<file path="src/rtl/dma_arbiter_if.sv">
`default_nettype none
// ============================================================================
//  Module      : dma_arbiter_if
//  Description : Channel-side and RAM-side signal bundle for dma_arbiter.
//                master = the two DMA channels plus the RAM sink,
//                slave  = the arbiter itself.
//  Revision    : 1.0  initial release
// ============================================================================
interface dma_arbiter_if #(
  parameter int ADDR_W = 64
);
  // Channel 1 request side
  logic              act1_IN;
  logic              valid1_IN;
  logic              End1_IN;
  logic [ADDR_W-1:0] addr1_IN;
  // Channel 2 request side
  logic              act2_IN;
  logic              valid2_IN;
  logic              End2_IN;
  logic [ADDR_W-1:0] addr2_IN;
  // Arbiter / RAM side
  logic              gnt1_OUT;
  logic              gnt2_OUT;
  logic              valid_OUT;
  logic              End_OUT;
  logic [ADDR_W-1:0] addr_RAM;
  logic [1:0]        trans;
  logic              abort_OUT;

  modport master (
    output act1_IN, valid1_IN, End1_IN, addr1_IN,
    output act2_IN, valid2_IN, End2_IN, addr2_IN,
    input  gnt1_OUT, gnt2_OUT, valid_OUT, End_OUT, addr_RAM, trans, abort_OUT
  );

  modport slave (
    input  act1_IN, valid1_IN, End1_IN, addr1_IN,
    input  act2_IN, valid2_IN, End2_IN, addr2_IN,
    output gnt1_OUT, gnt2_OUT, valid_OUT, End_OUT, addr_RAM, trans, abort_OUT
  );
endinterface
`default_nettype wire

</file>
<file path="src/rtl/dma_arbiter.sv">
`default_nettype none
// ============================================================================
//  Module      : dma_arbiter
//  Description : Two-channel round-robin arbiter for a single RAM port.
//                Grants a channel per burst, forwards beats with one cycle
//                of latency, forces a yield after MAX_BEATS beats and
//                aborts a grant whose channel drops its request.
//  Revision    : 1.0  initial release
// ============================================================================
module dma_arbiter #(
  parameter int ADDR_W    = 64,
  parameter int MAX_BEATS = 16
) (
  input  logic          clk,
  input  logic          reset,
  dma_arbiter_if.slave  bus
);

  localparam int              CNT_W   = $clog2(MAX_BEATS + 1);
  localparam logic [CNT_W-1:0] MAX_CNT = CNT_W'(MAX_BEATS);
  localparam logic [CNT_W-1:0] ONE_CNT = CNT_W'(1);

  typedef enum logic [1:0] {
    IDLE = 2'b00,
    CH1  = 2'b01,
    CH2  = 2'b10
  } state_t;

  state_t            state;
  logic              last_grant;   // 0: channel 1 was granted last, 1: channel 2
  logic [CNT_W-1:0]  beat_cnt;

  logic              sel_act;
  logic              sel_valid;
  logic              sel_end;
  logic [ADDR_W-1:0] sel_addr;
  logic [CNT_W-1:0]  next_cnt;
  logic              ends_grant;

  // Select the owning channel's inputs; the other channel is invisible while granted.
  always_comb begin
    sel_act   = bus.act1_IN;
    sel_valid = bus.valid1_IN;
    sel_end   = bus.End1_IN;
    sel_addr  = bus.addr1_IN;
    if (state == CH2) begin
      sel_act   = bus.act2_IN;
      sel_valid = bus.valid2_IN;
      sel_end   = bus.End2_IN;
      sel_addr  = bus.addr2_IN;
    end
  end

  // A natural End and the forced yield collapse into one End_OUT pulse.
  assign next_cnt   = beat_cnt + ONE_CNT;
  assign ends_grant = sel_end || (next_cnt == MAX_CNT);

  // Arbitration FSM with registered outputs; pulses default low every cycle.
  always_ff @(posedge clk) begin
    if (reset) begin
      state         <= IDLE;
      last_grant    <= 1'b1;
      beat_cnt      <= '0;
      bus.gnt1_OUT  <= 1'b0;
      bus.gnt2_OUT  <= 1'b0;
      bus.valid_OUT <= 1'b0;
      bus.End_OUT   <= 1'b0;
      bus.abort_OUT <= 1'b0;
      bus.addr_RAM  <= '0;
      bus.trans     <= 2'b00;
    end else begin
      bus.valid_OUT <= 1'b0;
      bus.End_OUT   <= 1'b0;
      bus.abort_OUT <= 1'b0;
      case (state)
        IDLE: begin
          // Channel 1 wins when alone, or on a tie if channel 2 went last.
          if (bus.act1_IN && (!bus.act2_IN || last_grant)) begin
            state        <= CH1;
            last_grant   <= 1'b0;
            beat_cnt     <= '0;
            bus.gnt1_OUT <= 1'b1;
            bus.trans    <= 2'b01;
          end else if (bus.act2_IN) begin
            state        <= CH2;
            last_grant   <= 1'b1;
            beat_cnt     <= '0;
            bus.gnt2_OUT <= 1'b1;
            bus.trans    <= 2'b10;
          end
        end
        CH1, CH2: begin
          if (sel_valid) begin
            bus.valid_OUT <= 1'b1;
            bus.addr_RAM  <= sel_addr;
            bus.End_OUT   <= ends_grant;
            if (ends_grant) begin
              state        <= IDLE;
              bus.gnt1_OUT <= 1'b0;
              bus.gnt2_OUT <= 1'b0;
              bus.trans    <= 2'b00;
            end else begin
              beat_cnt <= next_cnt;
            end
          end else if (!sel_act) begin
            // Owner walked away mid-grant without finishing the burst.
            state         <= IDLE;
            bus.abort_OUT <= 1'b1;
            bus.gnt1_OUT  <= 1'b0;
            bus.gnt2_OUT  <= 1'b0;
            bus.trans     <= 2'b00;
          end
        end
        default: begin
          state        <= IDLE;
          bus.gnt1_OUT <= 1'b0;
          bus.gnt2_OUT <= 1'b0;
          bus.trans    <= 2'b00;
        end
      endcase
    end
  end

endmodule
`default_nettype wire

</file>
<file path="src/flat_wrapper.sv">
// flat-port wrapper written by rule: the top's interface ports become plain ports
module dma_arbiter_flat 
#(
  parameter int ADDR_W    = 64,
  parameter int MAX_BEATS = 16
)
  (clk, reset, bus_act1_IN, bus_valid1_IN, bus_End1_IN, bus_addr1_IN, bus_act2_IN, bus_valid2_IN, bus_End2_IN, bus_addr2_IN, bus_gnt1_OUT, bus_gnt2_OUT, bus_valid_OUT, bus_End_OUT, bus_addr_RAM, bus_trans, bus_abort_OUT);
  dma_arbiter_if #(.ADDR_W(ADDR_W)) bus_i ();
  input  logic clk;
  input  logic reset;
  input wire logic [$bits(bus_i.act1_IN)-1:0] bus_act1_IN;
  input wire logic [$bits(bus_i.valid1_IN)-1:0] bus_valid1_IN;
  input wire logic [$bits(bus_i.End1_IN)-1:0] bus_End1_IN;
  input wire logic [$bits(bus_i.addr1_IN)-1:0] bus_addr1_IN;
  input wire logic [$bits(bus_i.act2_IN)-1:0] bus_act2_IN;
  input wire logic [$bits(bus_i.valid2_IN)-1:0] bus_valid2_IN;
  input wire logic [$bits(bus_i.End2_IN)-1:0] bus_End2_IN;
  input wire logic [$bits(bus_i.addr2_IN)-1:0] bus_addr2_IN;
  output wire logic [$bits(bus_i.gnt1_OUT)-1:0] bus_gnt1_OUT;
  output wire logic [$bits(bus_i.gnt2_OUT)-1:0] bus_gnt2_OUT;
  output wire logic [$bits(bus_i.valid_OUT)-1:0] bus_valid_OUT;
  output wire logic [$bits(bus_i.End_OUT)-1:0] bus_End_OUT;
  output wire logic [$bits(bus_i.addr_RAM)-1:0] bus_addr_RAM;
  output wire logic [$bits(bus_i.trans)-1:0] bus_trans;
  output wire logic [$bits(bus_i.abort_OUT)-1:0] bus_abort_OUT;
  assign bus_i.act1_IN = bus_act1_IN;
  assign bus_i.valid1_IN = bus_valid1_IN;
  assign bus_i.End1_IN = bus_End1_IN;
  assign bus_i.addr1_IN = bus_addr1_IN;
  assign bus_i.act2_IN = bus_act2_IN;
  assign bus_i.valid2_IN = bus_valid2_IN;
  assign bus_i.End2_IN = bus_End2_IN;
  assign bus_i.addr2_IN = bus_addr2_IN;
  assign bus_gnt1_OUT = bus_i.gnt1_OUT;
  assign bus_gnt2_OUT = bus_i.gnt2_OUT;
  assign bus_valid_OUT = bus_i.valid_OUT;
  assign bus_End_OUT = bus_i.End_OUT;
  assign bus_addr_RAM = bus_i.addr_RAM;
  assign bus_trans = bus_i.trans;
  assign bus_abort_OUT = bus_i.abort_OUT;
  dma_arbiter #(.ADDR_W(ADDR_W), .MAX_BEATS(MAX_BEATS)) u_core (.clk(clk), .reset(reset), .bus(bus_i));
endmodule
</file>
<file path="config.mk">
export PLATFORM = sky130hd
export DESIGN_NAME = dma_arbiter_flat
export DESIGN_NICKNAME = d
export VERILOG_FILES = /design/src/rtl/dma_arbiter_if.sv /design/src/rtl/dma_arbiter.sv /design/src/flat_wrapper.sv
export SDC_FILE = /design/constraint.sdc
export NUM_CORES = 1
export LEC_CHECK = 0
export ABC_AREA = 1
export CELL_PAD_IN_SITES_DETAIL_PLACEMENT = 1
export CELL_PAD_IN_SITES_GLOBAL_PLACEMENT = 1
export CORE_MARGIN = 2
export CORE_UTILIZATION = 42
export DETAILED_ROUTE_END_ITERATION = 6
export DONT_BUFFER_PORTS = 1
export PLACE_DENSITY_LB_ADDON = 0.1
export SYNTH_ARGS = -nofsm -noshare
export SYNTH_HDL_FRONTEND = slang
export SYNTH_SLANG_ARGS = --single-unit
</file>
<file path="constraint.sdc">
create_clock -name clk -period 2.1 [get_ports clk]
set_input_delay 0.21 -clock clk [delete_from_list [all_inputs] [get_ports clk]]
set_output_delay 0.21 -clock clk [all_outputs]
set_load 0.03 [all_outputs]
</file>
## After elaboration in Yosys (flattened, before gate mapping)

Cells that the tools add are included.

| operators by class | value |
|---|---|
| bitwise logic cells | 2 |
| add/subtract/negate cells | 1 |
| mux-type cells | 26 |
| equality and inequality tests | 11 |
| reductions and logical operators | 17 |

Operators with widths:

| kind | count |
|---|---|
| two-way mux 64 bit | 1 |
| two-way mux 5 bit | 4 |
| two-way mux 1 bit | 12 |
| two-way mux 2 bit | 5 |
| one-hot mux 5 bit (2 select lines) | 1 |
| AND reduction 4 bit | 2 |
| inequality test 2 bit (second input constant) | 3 |
| inequality test 3 bit (second input constant) | 2 |
| AND reduction 3 bit | 2 |
| OR reduction 3 bit | 2 |
| adder 5 x 1 -> 5 bit (second input constant) | 1 |
| equality test 5 bit (second input constant) | 1 |
| inequality test 2 x 1 -> 1 bit (second input constant) | 2 |
| one-hot mux 1 bit (2 select lines) | 2 |
| one-hot mux 2 bit (2 select lines) | 1 |
| AND reduction 2 bit | 2 |
| nonzero test 2 bit | 2 |
| OR reduction 2 bit | 2 |
| inequality test 3 x 2 -> 1 bit (second input constant) | 1 |
| equality test 2 x 1 -> 1 bit (second input constant) | 1 |
| equality test 2 bit (second input constant) | 1 |
| zero test 2 bit | 1 |
| logical OR 1 bit | 2 |
| NOT 1 bit | 2 |
| 2 further kinds | 2 |

| word-level totals | value |
|---|---|
| output and inout port bits | 71 |
| word-level logic and storage cells | 66 |
| bits of input ports | 136 |
| register bits | 77 |

## Logic depth before layout (Yosys ltp)

Gate-level depths: netlist of run 1.

| logic depth | value |
|---|---|
| depth after elaboration | 6 |
| gate-level depth with buffers | 11 |
| gate-level depth less buffers | 10 |

## Worst setup path before layout of run 1

OpenSTA, ideal clock, no wires.

| timing | value |
|---|---|
| kind | reg2reg |
| start | register u_core.bus.trans[0] (netlist name) |
| end | register u_core.beat_cnt[0] |
| stages on the path, launching flop included | 11 |
| setup slack | 0.331 ns |
| arrival | 1.656 ns |
| data required time | 1.987 ns |
| clock period less this slack | 1.769 ns |
| library setup time | 0.113 ns |
| path buffers | 1 |
| cells stage by stage | dfxtp_1 > inv_1 > ha_1 > buf_6 > nand2_4 > o21ai_4 > and2_2 > nor2_2 > nand2_2 > nor2_1 > nor2_1 |

RTL lines:

| element | RTL line | source |
|---|---|---|
| end signal, assigned | dma_arbiter.sv:103 | `beat_cnt <= next_cnt;` |
| end, declared | dma_arbiter.sv:31 | `logic [CNT_W-1:0] beat_cnt;` |

==> qor.csv, run 1 <==
stage;metric;value;unit
place;place_congestion;0.782;
synthesis;ys_async_sr_fraction;0;%
cts;clockBufferDepth;2;
min_path;hold_path.class;input port to flop;
setup_path;arrival;2190;ps
place;dp.cells;537;
layout;syn_to_final_growth;23.8;%
status;violations;negative hold slack;
layout;stdcell_count;612;
detailed_routing;dr_total_vias;3444;
setup_path;critPathTopFamily;buffers and inverters;
global_route;grt_pass1_wl;18200;um
setup_path;cpMostUsedCell;inv_1;
setup_path;cp_num_buf_inv;3;
synthesis;synth_top_cell_by_area;dfxtp_1;
pwr;power_frac_seq;50.1;%
detailed_routing;drtIter0Drc;97;
pwr;switching_share;53.4;%
min_path;hold_start;bus_addr1_IN[57];
sta;hold_violations;1;
cts;cts_tree;done;
sta;slew_violations;0;
sta;holdWs;-0.599;ps
setup_path;rr_startpoint;u_core.bus.trans[1];
setup_path;endpoint_kind;flop;
detailed_routing;route.detailed.wl_per_inst;19.2;um
global_route;grt_max_degree;69;
die;dieArea;8900;sq um
pwr;peakVddDrop;0.635;mV
synthesis;synth_edf_count;0;
global_route;antenna_found_initial;0;
sta;worst-slew-pin-transition;515;ps
synthesis;synth.area.top_cells;dfxtp_1 (45%), nand2_1 (17%), a31oi_1 (12%), o21ai_1 (8.3%), buf_6 (2.6%);
synthesis;synth_xor_xnor_area_share;0;%
detailed_routing;dr.pass1.iters;4;
setup_path;crit_type;flop to flop;
synthesis;synth_seq_area_share;45.0;%
synthesis;synth_cell_types;29;
status;status;finished with violations;
setup_path;cp-start-kind;flop;
global_route;overflow;0;
min_path;whs_endpoint;u_core.bus.addr_RAM[57];
synthesis;synth_top_area_share;45.0;%
synthesis;yosys.area_share.adder;1.10;%
die;fp.dieH;94.3;um
detailed_routing;routed_wl;11700;um
sta;finalClockSkew;8.28;ps
layout;nets;643;
sta;post-route-period-util;91.1;%
synthesis;synth_most_common_cell;nand2_1;
setup_path;reg2reg_to;u_core.bus.addr_RAM[26];
pwr;p_clk_share;15.3;%
synthesis;synth_top_family_by_area;compound AO/OA/AOI/OAI gates;
place;port_buffers;0;
pwr;intPower;3680;uW
synthesis;synth_ff_type;dfxtp_1;
sta;finalSetupTns;0;ps
sta;fin_crit;1910;ps
layout;fin_util;54.4;%
sta;rsz0062_at_grt;false;
cts;cts.sinks;77;
cts;hold_buffers;56;
cts;cts.repair.resized;0;
min_path;hold_depth;2;
sta;setup_slack;188;ps
cts;cts-root-buf;clkbuf_8;
pwr;comb_power_share;34.6;%
setup_path;slowest_delay;360;ps
detailed_routing;drtAntennaViolNets;0;
pwr;switchingPower;4220;uW
synthesis;synth_simple_gate_area_share;21.7;%
die;start_util;43.9;%
global_route;first_global_vias;3706;
synthesis;synth_common_cells;nand2_1 (151), dfxtp_1 (77), a31oi_1 (64), o21ai_1 (57), clkbuf_1 (19);
place;place_ws;304;ps
pwr;p_total;7900;uW
pwr;p_per_area;1860;nW/um^2
cts;cts_setup_buffers;0;
die;design.core.area;7810;sq um
setup_path;cp.required;2370;ps
flow_run;maxCapViolCount;0;
sta;final-setup-viol-count;0;
setup_path;path_max_fanout;60;
setup_path;r2r_slack;190;ps
detailed_routing;via_per_inst;5.63;
layout;drive_gt1_share;7.47;%
synthesis;synth_compound_area_share;24.0;%
setup_path;crit_chain;inv_1, ha_1, inv_1, nor2_4, buf_12, o21ai_1, a31oi_1;
sta;maxClockFrequency;0.523;GHz
pwr;leakage;0.00172;uW
cts;clk_latency;360;ps
detailed_routing;route.detailed.drc;0;
die;ios;207;
place;place_hpwl;7300;um
cts;clkSlewWorstSetupHoldPaths;90;ps
global_route;track_usage;26.2;%
cts;htree_levels;3;
synthesis;synthMuxAreaShare;0.292;%
setup_path;ff2ff_path_depth;7;
setup_path;slowest_stage;dfxtp_1;
synthesis;syn_area;3430;sq um
die;std_cell_rows;32;
synthesis;syn_area_per_cell;7.45;sq um
die;die_w;94.3;um
synthesis;yosys_warnings;0;
synthesis;synth-seq-cells;77;
cts;cts_buffers;9;
sta;maxSlewHeadroom;65.6;%
synthesis;syn_nets;599;
synthesis;postSynthCellCount;460;
-- through the flow --
stage / hold WS [ps] / area, sq um
after floorplan: 279 / 3430
after global placement: 280 / 3450
after detailed placement: 282 / 3450
after CTS: 0.147 / 4220
after global routing: 1.95 / 4240
final: -0.599 / 4240
-- cell type report --
type                       count  area [sq um]
fill                         963          3560
timing repair buffer          68           681
sequential                    77          1540
tap                          102           128
antenna                        1          2.50
multi-input combinational    330          1620
inverter                      18          67.6
clock inverter                 6          70.1
clock buffer                  10           138
-- worst reg2reg max path, cell delays in order (launching register included) --
cell     delay, ps
dfxtp_1        360
inv_1           70
ha_1           360
inv_1          150
nor2_4         220
buf_12         280
o21ai_1        120
a31oi_1        250
-- layout by cell type, fill, tap and decap left out, types with 2 or more instances in the layout --
cell type | netlist | routed
nand2_1 | 151 | 151
dfxtp_1 | 77 | 77
a31oi_1 | 64 | 64
dlygate4sd3_1 | 0 | 58
o21ai_1 | 57 | 57
inv_1 | 17 | 16
o21ai_0 | 11 | 11
a21oi_1 | 10 | 10
nand3_1 | 10 | 10
clkbuf_8 | 0 | 10
buf_4 | 1 | 8
nor2_1 | 6 | 6
inv_2 | 1 | 2
nand4_1 | 2 | 2
nand3_2 | 2 | 2
nand2_2 | 2 | 2
nor3_1 | 2 | 2
ha_1 | 3 | 2
inv_6 | 0 | 2
clkinv_4 | 0 | 2
buf_12 | 0 | 2
-- power by group through the flow --
stage | Clock [uW] | Sequential (uW) | Combinational (uW)
CTS | 1230 | 3950 | 2690
detailed placement | 0 | 3980 | 2590
global placement | 0 | 3980 | 2470
global route | 1290 | 4060 | 3080
finish | 1210 | 3960 | 2730
floorplan | 0 | 3840 | 2170
-- routing by layer --
metal  wire (um)  global-route usage [%]  vias up
met5           0                       0        -
met4         322                    12.7        0
met3         914                    8.30       27
met2        6030                    47.6      143
met1        4470                    27.4     1613
li1            -                       -     1661
-- cells by family (layout without fill, tap and decap cells) --
logic type / count (synthesis) / count (layout)
multiplexers: 1 / 1
flip-flops: 77 / 77
buffers and inverters: 53 / 102
AND/OR/NAND/NOR: 181 / 181
adder cells (fa/ha/maj): 3 / 3
AO/OA/AOI/OAI: 145 / 145
other: 0 / 1
-- sequential cells by signal, summed over array words and instances, names as in the netlist --
name / count
u_core.bus.addr_RAM: 64
u_core.bus.gnt2_OUT: 1
u_core.bus.trans: 2
u_core.bus.valid_OUT: 1
u_core.bus.End_OUT: 1
u_core.last_grant: 1
u_core.bus.gnt1_OUT: 1
u_core.bus.abort_OUT: 1
u_core.beat_cnt: 5
-- how the worst max path moves through the flow --
stage                        startpoint  slack [ps]                      end  cells after the start
floorplan           u_core.bus.trans[0]         330       u_core.beat_cnt[0]                     10
global placement    u_core.bus.trans[0]         360       u_core.beat_cnt[0]                      8
detailed placement  u_core.bus.trans[0]         300       u_core.beat_cnt[0]                      8
CTS                 u_core.bus.trans[1]         250  u_core.bus.addr_RAM[34]                      7
global route        u_core.bus.trans[1]          50  u_core.bus.addr_RAM[26]                      7
finish              u_core.bus.trans[1]         190  u_core.bus.addr_RAM[26]                      7
Note: power is estimated with default switching activity, not from simulation.
==> run 2: changes to the inputs <==
--- a/config.mk
+++ b/config.mk
@@ -9,5 +9,5 @@
 export CELL_PAD_IN_SITES_DETAIL_PLACEMENT = 1
 export CELL_PAD_IN_SITES_GLOBAL_PLACEMENT = 1
-export CORE_MARGIN = 2
+export CORE_MARGIN = 10
 export CORE_UTILIZATION = 42
 export DETAILED_ROUTE_END_ITERATION = 6
==> constraint.sdc (replaced) <==
create_clock -name clk -period 2.1 [get_ports clk]
set_input_delay 0.21 -clock clk [delete_from_list [all_inputs] [get_ports clk]]
set_output_delay 0.21 -clock clk [all_outputs]
set_load 0.005 [all_outputs]
==> run 2 against run 1 <==
Die area increased by 37%. Critical path depth did not move. Clock skew is 3.6 ps higher. Fmax rose by 1.1%. Sequential power fell by 30%. The run now ends clean. Routed wire length increased by 9.6%. Register-to-register slack gained 20 ps. First-iteration DRC count is 110% higher. Cell count is 3.9% lower. Via count is 3.7% lower. Sequential cell count is the same.
==> qor.csv, run 2 (same netlist as run 1, synthesis figures left out) <==
stage;metric;value;unit
layout;largestRegisters;u_core.bus.addr_RAM x64, u_core.beat_cnt x5, u_core.bus.trans x2;
sta;slew_violations;0;
layout;final_common_cell;nand2_1;
pwr;intPower;3610;uW
detailed_routing;dr_total_vias;3318;
sta;final-setup-viol-count;0;
pwr;peakVddDrop;0.589;mV
cts;cts.sinks;77;
pwr;switching_share;45.0;%
die;dieArea;12200;sq um
detailed_routing;drtIter0Drc;205;
setup_path;path_max_fanout;49;
cts;clockBufferDepth;2;
layout;drive_gt1_share;7.64;%
sta;post-route-period-util;90.1;%
setup_path;cp-start-kind;flop;
setup_path;crit_chain;inv_1, ha_1, inv_1, nor2_4, clkbuf_16, o21ai_0, a31oi_1;
detailed_routing;via_per_inst;5.64;
cts;clk_latency;360;ps
cts;clkSlewWorstSetupHoldPaths;90;ps
place;place_congestion;0.839;
sta;maxClockFrequency;0.528;GHz
sta;finalClockSkew;11.8;ps
pwr;power_frac_seq;42.4;%
place;dp.cells;535;
global_route;track_usage;19.9;%
detailed_routing;route.detailed.drc;0;
cts;cts_tree;done;
sta;rsz0062_at_grt;false;
flow_run;maxCapViolCount;0;
cts;cts_setup_buffers;0;
detailed_routing;dr.pass1.iters;4;
detailed_routing;route.detailed.wl_per_inst;21.9;um
die;std_cell_rows;32;
sta;hold_violations;0;
layout;nFillCells;982;
layout;syn_to_final_growth;17.0;%
global_route;grt_max_degree;98;
pwr;switchingPower;2950;uW
sta;maxSlewHeadroom;61.6;%
pwr;comb_power_share;41.2;%
status;status;finished clean;
place;port_buffers;0;
global_route;grt_pass1_wl;18900;um
pwr;leakage;0.00162;uW
layout;regMostFlops;u_core.bus.addr_RAM;
detailed_routing;drtAntennaViolNets;0;
die;fp.dieH;110;um
setup_path;slowest_delay;400;ps
layout;largest_reg_flops;64;
layout;multi_input_area;1620;sq um
global_route;antenna_found_initial;0;
global_route;first_global_vias;3429;
min_path;hold_path.class;input port to flop;
detailed_routing;routed_wl;12900;um
setup_path;crit_type;flop to flop;
setup_path;endpoint_kind;flop;
cts;htree_levels;3;
setup_path;slowest_stage;dfxtp_1;
layout;layout_common_cells;nand2_1 (151), dfxtp_1 (77), a31oi_1 (64);
die;start_util;43.7;%
die;die_w;110;um
layout;nets;618;
cts;cts_buffers;9;
setup_path;cp.required;2370;ps
pwr;p_per_area;1640;nW/um^2
setup_path;cpMostUsedCell;inv_1;
sta;worst-slew-pin-transition;576;ps
layout;register_area;1540;sq um
sta;fin_crit;1890;ps
sta;finalSetupTns;0;ps
cts;cts-root-buf;clkbuf_8;
die;design.core.area;7850;sq um
pwr;p_clk_share;16.4;%
place;place_hpwl;8860;um
die;ios;207;
pwr;p_total;6560;uW
setup_path;arrival;2170;ps
global_route;overflow;0;
layout;stdcell_count;588;
==> run 2: final timing paths <==
check                                         start                       to  slack (ps)  depth (start not counted)
worst max-delay path            u_core.bus.trans[1]   u_core.bus.addr_RAM[2]         210                          7
worst min-delay path               bus_addr1_IN[17]  u_core.bus.addr_RAM[17]          10                          2
worst max register to register  u_core.bus.trans[1]   u_core.bus.addr_RAM[2]         210                          7
worst min register to register  u_core.bus.gnt2_OUT      u_core.bus.gnt2_OUT         470                          2
==> run 2: through the flow <==
stage               utilization, %  area (sq um)  hold slack (ps)  worst slack [ps]
finish                        51.1          4010             9.50               208
floorplan                        -          3430              279               563
global placement              44.1          3460              282               297
global route                  51.0          4010            0.280              17.1
CTS                           50.2          3940            0.249               143
detailed placement            44.1          3460              285               177
==> run 2: timing repair <==
item	4_1_cts	5_1_grt
resized for setup	0	2
endpoints found under the setup margin	0	2
endpoints found under the hold margin	24	5
hold buffers	29	5
==> run 2: layout make-up <==
| type | instances | share of cell area, % |
|---|---|---|
| timing repair buffer | 43 | 11.6 |
| clock buffer | 11 | 3.78 |
| sequential | 77 | 38.4 |
| antenna | 2 | 0.125 |
| clock inverter | 5 | 0.842 |
| multi-input combinational | 330 | 40.3 |
| tap | 102 | 3.18 |
| inverter | 18 | 1.68 |
==> run 2: critical path, delay by kind of cell, from the launching register on <==
kind / cells / cell delay (ps)
compound gates: 2 / 290
simple gates: 1 / 210
fa+ha+maj: 1 / 370
buf+inv: 3 / 520
flops: 1 / 400
==> run 2: power groups by stage <==
| stage | registers [uW] | clock network, uW | logic (uW) |
|---|---|---|---|
| after floorplan | 2570 | 0 | 2170 |
| after global placement | 2840 | 0 | 2460 |
| after detailed placement | 2840 | 0 | 2550 |
| after CTS | 2810 | 1100 | 2610 |
| after global routing | 2880 | 1160 | 3070 |
| final | 2780 | 1080 | 2700 |
==> run 2: routing by layer <==
metal	up-vias	routed length [um]	GRT usage (%)
met4	0	280	6.79
li1	1609	-	-
met3	23	1380	10.6
met2	140	6260	32.1
met1	1546	4950	22.0
met5	-	0	0
